[config.mk]
export PLATFORM = sky130hd
export DESIGN_NAME = hazard_stall_ctrl_flat
export DESIGN_NICKNAME = d
export VERILOG_FILES = /design/src/rtl/hazard_stall_ctrl_if.sv /design/src/rtl/hazard_stall_ctrl.sv /design/src/flat_wrapper.sv
export SDC_FILE = /design/constraint.sdc
export NUM_CORES = 1
export LEC_CHECK = 0
export BUFFER_PORTS_ARGS = -buffer_cell sky130_fd_sc_hd__buf_2
export CORE_MARGIN = 8
export CORE_UTILIZATION = 39
export CTS_CLUSTER_DIAMETER = 200
export DETAILED_ROUTE_END_ITERATION = 8
export PLACE_DENSITY = 0.86
export SLEW_MARGIN = 20
export SYNTH_ARGS = -nofsm -noshare
export SYNTH_HDL_FRONTEND = slang
export SYNTH_SLANG_ARGS = --single-unit
[constraint.sdc]
create_clock -name clk_i -period 4.1 [get_ports clk_i]
set_input_delay 0 -clock clk_i [delete_from_list [all_inputs] [get_ports clk_i]]
set_output_delay 0 -clock clk_i [all_outputs]
set_load 0.05 [all_outputs]
[src/rtl/hazard_stall_ctrl_if.sv]
// rtl/hazard_stall_ctrl_if.sv - hazard/stall controller bundle: pipeline hazard inputs and stall/flush controls

interface hazard_stall_ctrl_if #(
  parameter int REG_ADDR_W = 5,
  parameter int CNT_W      = 32
);
  logic [REG_ADDR_W-1:0] IFID_RsAddr_i;
  logic [REG_ADDR_W-1:0] IFID_RtAddr_i;
  logic                  IFID_UseRt_i;
  logic                  IFID_Branch_i;
  logic                  Branch_taken_i;
  logic                  IDEX_MemRead_i;
  logic                  IDEX_RegWrite_i;
  logic [REG_ADDR_W-1:0] IDEX_WriteAddr_i;
  logic                  EXMEM_MemRead_i;
  logic                  EXMEM_MemAcc_i;
  logic [REG_ADDR_W-1:0] EXMEM_WriteAddr_i;
  logic                  dmem_ready_i;
  logic                  PC_Write_o;
  logic                  IFID_Write_o;
  logic                  IFID_Flush_o;
  logic                  IDEX_Bubble_o;
  logic                  Pipe_Hold_o;
  logic [CNT_W-1:0]      stall_cycles_o;
  logic [CNT_W-1:0]      flush_cnt_o;

  // Pipeline side: supplies stage state, consumes the enables.
  modport master (
    output IFID_RsAddr_i, IFID_RtAddr_i, IFID_UseRt_i, IFID_Branch_i, Branch_taken_i,
    output IDEX_MemRead_i, IDEX_RegWrite_i, IDEX_WriteAddr_i,
    output EXMEM_MemRead_i, EXMEM_MemAcc_i, EXMEM_WriteAddr_i, dmem_ready_i,
    input  PC_Write_o, IFID_Write_o, IFID_Flush_o, IDEX_Bubble_o, Pipe_Hold_o,
    input  stall_cycles_o, flush_cnt_o
  );

  modport slave (
    input  IFID_RsAddr_i, IFID_RtAddr_i, IFID_UseRt_i, IFID_Branch_i, Branch_taken_i,
    input  IDEX_MemRead_i, IDEX_RegWrite_i, IDEX_WriteAddr_i,
    input  EXMEM_MemRead_i, EXMEM_MemAcc_i, EXMEM_WriteAddr_i, dmem_ready_i,
    output PC_Write_o, IFID_Write_o, IFID_Flush_o, IDEX_Bubble_o, Pipe_Hold_o,
    output stall_cycles_o, flush_cnt_o
  );
endinterface

[src/rtl/hazard_stall_ctrl.sv]
// rtl/hazard_stall_ctrl.sv - load-use/branch/dmem-wait stall and flush controller
// Optional stall/flush performance counters enabled by HAZARD_PERF_CNT_EN.

module hazard_stall_ctrl #(
  parameter int REG_ADDR_W    = 5,
  parameter int BR_LOAD_STALL = 2,
  parameter int CNT_W         = 32
) (
  input  logic                clk_i,
  input  logic                rst_i,
  hazard_stall_ctrl_if.slave  bus
);
  typedef enum logic [1:0] {RUN, STALL, MEM_WAIT} state_t;

  state_t     state_q, state_d, eff_state;
  logic [1:0] cnt_q, cnt_d;

  logic [REG_ADDR_W-1:0] ex_dst, mem_dst;
  logic match_ex, match_mem, ld_br_haz, one_haz, mem_hold;
  logic pc_write, ifid_write, ifid_flush, idex_bubble, pipe_hold;

  always_comb begin
    ex_dst    = bus.IDEX_WriteAddr_i;
    mem_dst   = bus.EXMEM_WriteAddr_i;
    match_ex  = (ex_dst != '0) &&
                ((ex_dst == bus.IFID_RsAddr_i) || (bus.IFID_UseRt_i && (ex_dst == bus.IFID_RtAddr_i)));
    match_mem = (mem_dst != '0) &&
                ((mem_dst == bus.IFID_RsAddr_i) || (bus.IFID_UseRt_i && (mem_dst == bus.IFID_RtAddr_i)));
    ld_br_haz = bus.IFID_Branch_i && bus.IDEX_MemRead_i && match_ex;
    one_haz   = (bus.IDEX_MemRead_i && match_ex) ||
                (bus.IFID_Branch_i && bus.IDEX_RegWrite_i && match_ex) ||
                (bus.IFID_Branch_i && bus.EXMEM_MemRead_i && match_mem);
    mem_hold  = bus.EXMEM_MemAcc_i && !bus.dmem_ready_i;

    // The dmem-ready cycle of MEM_WAIT already behaves as the state it returns to,
    // so the remaining stall follows the hold with no idle gap.
    eff_state = state_q;
    if (state_q == MEM_WAIT) eff_state = (cnt_q != 2'd0) ? STALL : RUN;

    state_d     = state_q;
    cnt_d       = cnt_q;
    pc_write    = 1'b1;
    ifid_write  = 1'b1;
    ifid_flush  = 1'b0;
    idex_bubble = 1'b0;
    pipe_hold   = 1'b0;

    if (mem_hold) begin
      state_d    = MEM_WAIT;
      pc_write   = 1'b0;
      ifid_write = 1'b0;
      pipe_hold  = 1'b1;
    end else if (eff_state == STALL) begin
      pc_write    = 1'b0;
      ifid_write  = 1'b0;
      idex_bubble = 1'b1;
      cnt_d       = (cnt_q == 2'd0) ? 2'd0 : cnt_q - 2'd1;
      state_d     = (cnt_q <= 2'd1) ? RUN : STALL;
    end else if (ld_br_haz || one_haz) begin
      pc_write    = 1'b0;
      ifid_write  = 1'b0;
      idex_bubble = 1'b1;
      state_d     = RUN;
      if (ld_br_haz && (BR_LOAD_STALL > 1)) begin
        state_d = STALL;
        cnt_d   = 2'(BR_LOAD_STALL - 1);
      end
    end else begin
      state_d    = RUN;
      ifid_flush = bus.IFID_Branch_i && bus.Branch_taken_i;
    end

    // Reset drives the pipe into a bubbling freeze regardless of state.
    if (!rst_i) begin
      pc_write    = 1'b0;
      ifid_write  = 1'b0;
      ifid_flush  = 1'b0;
      idex_bubble = 1'b1;
      pipe_hold   = 1'b0;
    end
  end

  always_ff @(posedge clk_i or negedge rst_i) begin
    if (!rst_i) begin
      state_q <= RUN;
      cnt_q   <= 2'd0;
    end else begin
      state_q <= state_d;
      cnt_q   <= cnt_d;
    end
  end

  assign bus.PC_Write_o    = pc_write;
  assign bus.IFID_Write_o  = ifid_write;
  assign bus.IFID_Flush_o  = ifid_flush;
  assign bus.IDEX_Bubble_o = idex_bubble;
  assign bus.Pipe_Hold_o   = pipe_hold;

`ifdef HAZARD_PERF_CNT_EN
  logic [CNT_W-1:0] stall_cycles_q, stall_cycles_d, flush_cnt_q, flush_cnt_d;

  always_comb begin
    stall_cycles_d = stall_cycles_q;
    flush_cnt_d    = flush_cnt_q;
    if (!pc_write && (stall_cycles_q != {CNT_W{1'b1}})) stall_cycles_d = stall_cycles_q + 1'b1;
    if (ifid_flush && (flush_cnt_q != {CNT_W{1'b1}}))   flush_cnt_d    = flush_cnt_q + 1'b1;
  end

  always_ff @(posedge clk_i or negedge rst_i) begin
    if (!rst_i) begin
      stall_cycles_q <= '0;
      flush_cnt_q    <= '0;
    end else begin
      stall_cycles_q <= stall_cycles_d;
      flush_cnt_q    <= flush_cnt_d;
    end
  end

  assign bus.stall_cycles_o = stall_cycles_q;
  assign bus.flush_cnt_o    = flush_cnt_q;
`else
  assign bus.stall_cycles_o = {CNT_W{1'b0}};
  assign bus.flush_cnt_o    = {CNT_W{1'b0}};
`endif
endmodule

[src/flat_wrapper.sv]
// flat-port wrapper written by rule: the top's interface ports become plain ports
module hazard_stall_ctrl_flat 
#(
  parameter int REG_ADDR_W    = 5,
  parameter int BR_LOAD_STALL = 2,
  parameter int CNT_W         = 32
)
  (clk_i, rst_i, bus_IFID_RsAddr_i, bus_IFID_RtAddr_i, bus_IFID_UseRt_i, bus_IFID_Branch_i, bus_Branch_taken_i, bus_IDEX_MemRead_i, bus_IDEX_RegWrite_i, bus_IDEX_WriteAddr_i, bus_EXMEM_MemRead_i, bus_EXMEM_MemAcc_i, bus_EXMEM_WriteAddr_i, bus_dmem_ready_i, bus_PC_Write_o, bus_IFID_Write_o, bus_IFID_Flush_o, bus_IDEX_Bubble_o, bus_Pipe_Hold_o, bus_stall_cycles_o, bus_flush_cnt_o);
  hazard_stall_ctrl_if #(.REG_ADDR_W(REG_ADDR_W), .CNT_W(CNT_W)) bus_i ();
  input  logic clk_i;
  input  logic rst_i;
  input wire logic [$bits(bus_i.IFID_RsAddr_i)-1:0] bus_IFID_RsAddr_i;
  input wire logic [$bits(bus_i.IFID_RtAddr_i)-1:0] bus_IFID_RtAddr_i;
  input wire logic [$bits(bus_i.IFID_UseRt_i)-1:0] bus_IFID_UseRt_i;
  input wire logic [$bits(bus_i.IFID_Branch_i)-1:0] bus_IFID_Branch_i;
  input wire logic [$bits(bus_i.Branch_taken_i)-1:0] bus_Branch_taken_i;
  input wire logic [$bits(bus_i.IDEX_MemRead_i)-1:0] bus_IDEX_MemRead_i;
  input wire logic [$bits(bus_i.IDEX_RegWrite_i)-1:0] bus_IDEX_RegWrite_i;
  input wire logic [$bits(bus_i.IDEX_WriteAddr_i)-1:0] bus_IDEX_WriteAddr_i;
  input wire logic [$bits(bus_i.EXMEM_MemRead_i)-1:0] bus_EXMEM_MemRead_i;
  input wire logic [$bits(bus_i.EXMEM_MemAcc_i)-1:0] bus_EXMEM_MemAcc_i;
  input wire logic [$bits(bus_i.EXMEM_WriteAddr_i)-1:0] bus_EXMEM_WriteAddr_i;
  input wire logic [$bits(bus_i.dmem_ready_i)-1:0] bus_dmem_ready_i;
  output wire logic [$bits(bus_i.PC_Write_o)-1:0] bus_PC_Write_o;
  output wire logic [$bits(bus_i.IFID_Write_o)-1:0] bus_IFID_Write_o;
  output wire logic [$bits(bus_i.IFID_Flush_o)-1:0] bus_IFID_Flush_o;
  output wire logic [$bits(bus_i.IDEX_Bubble_o)-1:0] bus_IDEX_Bubble_o;
  output wire logic [$bits(bus_i.Pipe_Hold_o)-1:0] bus_Pipe_Hold_o;
  output wire logic [$bits(bus_i.stall_cycles_o)-1:0] bus_stall_cycles_o;
  output wire logic [$bits(bus_i.flush_cnt_o)-1:0] bus_flush_cnt_o;
  assign bus_i.IFID_RsAddr_i = bus_IFID_RsAddr_i;
  assign bus_i.IFID_RtAddr_i = bus_IFID_RtAddr_i;
  assign bus_i.IFID_UseRt_i = bus_IFID_UseRt_i;
  assign bus_i.IFID_Branch_i = bus_IFID_Branch_i;
  assign bus_i.Branch_taken_i = bus_Branch_taken_i;
  assign bus_i.IDEX_MemRead_i = bus_IDEX_MemRead_i;
  assign bus_i.IDEX_RegWrite_i = bus_IDEX_RegWrite_i;
  assign bus_i.IDEX_WriteAddr_i = bus_IDEX_WriteAddr_i;
  assign bus_i.EXMEM_MemRead_i = bus_EXMEM_MemRead_i;
  assign bus_i.EXMEM_MemAcc_i = bus_EXMEM_MemAcc_i;
  assign bus_i.EXMEM_WriteAddr_i = bus_EXMEM_WriteAddr_i;
  assign bus_i.dmem_ready_i = bus_dmem_ready_i;
  assign bus_PC_Write_o = bus_i.PC_Write_o;
  assign bus_IFID_Write_o = bus_i.IFID_Write_o;
  assign bus_IFID_Flush_o = bus_i.IFID_Flush_o;
  assign bus_IDEX_Bubble_o = bus_i.IDEX_Bubble_o;
  assign bus_Pipe_Hold_o = bus_i.Pipe_Hold_o;
  assign bus_stall_cycles_o = bus_i.stall_cycles_o;
  assign bus_flush_cnt_o = bus_i.flush_cnt_o;
  hazard_stall_ctrl #(.REG_ADDR_W(REG_ADDR_W), .BR_LOAD_STALL(BR_LOAD_STALL), .CNT_W(CNT_W)) u_core (.clk_i(clk_i), .rst_i(rst_i), .bus(bus_i));
endmodule
==> impl_results.md <==
* Dominant cell type by area after synthesis: buf_4
* Initial DRC Count at 11
* Setup Skew at 0.00410 ns
* Vias/cell at 3.81
* Routed Antenna Nets at 0
* YS warnings at 0
* Status: completed
* Peak supply drop at 0.000131 V
* Maximum clock frequency at 587 MHz
* Worst path buffer plus inverter count at 1
* Drt pass-1 iters at 6
* Setup Buffers After CTS at 0
* Die extent in y at 66.6 µm
* Data arrival, critical path at 1.70 ns
* Syn Std Cell Area at 998 µm²
* Final #Nets at 192
* Leakage power at 0.557 nW
* Max-slew violations at 0
* Tmin final at 1.70 ns
* Delay-heaviest family, CP: flip-flops
* Row cnt at 18
* Clk Latency, worst-skew pair at 0.24 ns
* Total CTS buffers at 3
* Largest net degree at the start of global routing at 10
* Seq/Total Area, Yosys at 0.100
* Synth cell types at 27
* Overall Global Routing Usage at 0.0928
* Setup crit end kind: primary output
* Avg Cell Area, Syn at 7.99 µm²
* Yosys reg bits at 4
* Fin crit share at 0.416
* Slowest-stage cell, CP: dfrtp_1
* Port bufs at 34
* H-tree levels at 1
* Final hold vios at 0
* Syn-to-layout area delta at -1.50%
* RSZ-0062 raised after global routing: false
* Final setup fails at 0
* Top Ports at 99
* Vias at 724
* CP peak stage delay at 0.41 ns
* Die Area at 4430 µm²
* Number of remaining DRC errors at 0
* Post-Synthesis Cells at 125
* GRT overflow at 0
* Post_cts resized at 0
* Overall Power at 0.288 mW
* Top-area cell type share of the netlist area at 0.489
* Wire length of the first global-routing pass at 3310 µm
* Fraction of layout cells with a size suffix above 1 at 0.263
* Most common cell after layout, fill and taps aside: conb_1
* Cell Chain, Critical Path: o21ai_0 -> mux2_2 -> nand2_1 -> nor4_1 -> buf_2
* HP Class: input pin to flip-flop
* Crit start category: flip-flop
* Most frequent cells in the layout: 64 x conb_1, 34 x buf_2, 18 x xor2_1
* Initial core utilization at 0.407
* DPL Wire Length at 2120 µm
* WP data required at 4.10 ns
* Largest cells by area after synthesis: buf_4 49%, xor2_1 16%, dfrtp_1 10%
* PD cells at 293 nW/µm²
* Clock transition at path regs at 0.04 ns
* CTS tree: built
* Setup_tns at 0 ns
* Vias in the first global route at 803
* Wire per inst at 12.0 µm
* Max clock buf depth at 2
* Max-Slew Margin vs Limit at 0.664
* Worst Tran Pin Value at 0.504 ns
* Clock sinks at 4
* CTS root buf: clkbuf_4
* Initial antenna violation count at 0
* Die width at 66.6 µm
* WS Path Type: flip-flop to primary output
* Maxcap violations at 0
* ANT cells at 0
* Final Wtd Congestion at 0.729
* Total wire length at 2270 µm
* Max FO, Critical Path at 6
* Core Area at 2450 µm²
-- where the power goes --
| group | internal [mW] | switching (mW) |
|---|---|---|
| clock network | 0.0327 | 0.0159 |
| registers | 0.0409 | 0.000890 |
| logic | 0.0280 | 0.170 |
-- synthesized netlist by cell type (all sizes together) --
master / count
dfrtp: 4
and2: 1
a31oi: 1
xnor2: 2
nand2: 3
o31a: 1
o21ai: 2
a21oi: 2
buf: 65
conb: 1
o21ba: 1
or4: 2
or3: 1
o32ai: 1
nand2b: 1
xor2: 18
mux2: 1
clkbuf: 1
nand3: 1
a32oi: 2
nor2: 4
o211ai: 1
nor3: 3
nor2b: 2
nor4: 3
o21a: 1
-- cells by family after synthesis --
group | Yosys count | share of synthesized area
flip-flops | 4 | 0.100
buffers and inverters | 66 | 0.492
multiplexers | 1 | 0.0113
AO/OA/AOI/OAI | 12 | 0.0940
AND/OR/NAND/NOR | 21 | 0.123
other | 1 | 0.00376
XOR/XNOR | 20 | 0.175
-- through the flow --
stage / cells / hold WS (ns) / setup WS, ns / area [µm²] / util
final: 190 / 0.0186 / 2.40 / 983 / 0.401
after global routing: 190 / 0.0489 / 2.21 / 983 / 0.401
after CTS: 190 / 0.0111 / 2.36 / 983 / 0.401
after detailed placement: 186 / -0.177 / 2.54 / 951 / 0.387
after global placement: 186 / -0.181 / 2.57 / 951 / 0.387
after floorplan: 188 / -0.296 / 1.74 / 1230 / -
-- layout make-up --
cell class | count | area [µm²]
Tap cell | 30 | 37.5
Fill cell | 288 | 1470
Timing Repair Buffer | 35 | 180
Sequential cell | 4 | 100
Multi-Input combinational cell | 118 | 643
Clock buffer | 3 | 22.5
-- repair_timing --
action / CTS / global route
hold endpoints to repair: 4 / 0
endpoints found under the setup margin: 0 / 0
hold buffers: 1 / 0
-- path summary, 6_finish.rpt --
check                      slack, ns           endpoint  depth (start not counted)             start
min in group asynchronous       0.11  u_core.state_q[1]                          2             rst_i
setup / recovery                2.40   bus_IFID_Flush_o                          5   u_core.cnt_q[0]
setup reg to reg                2.55    u_core.cnt_q[1]                          5   u_core.cnt_q[0]
max in group asynchronous       3.86    u_core.cnt_q[1]                          2             rst_i
hold / removal                  0.02  u_core.state_q[1]                          2  bus_dmem_ready_i
hold reg to reg                 0.57  u_core.state_q[0]                          2   u_core.cnt_q[1]
-- routing by layer --
layer / GRT usage / wire, µm
met2: 0.191 / 1270
met4: 0.0320 / 0
met3: 0.0268 / 259
met5: 0 / 0
met1: 0.0806 / 738
-- flip-flops by register name, indices dropped and copies added (netlist names) --
| signal | flops |
|---|---|
| u_core.cnt_q | 2 |
| u_core.state_q | 2 |
(Power assumes the default switching activity.)
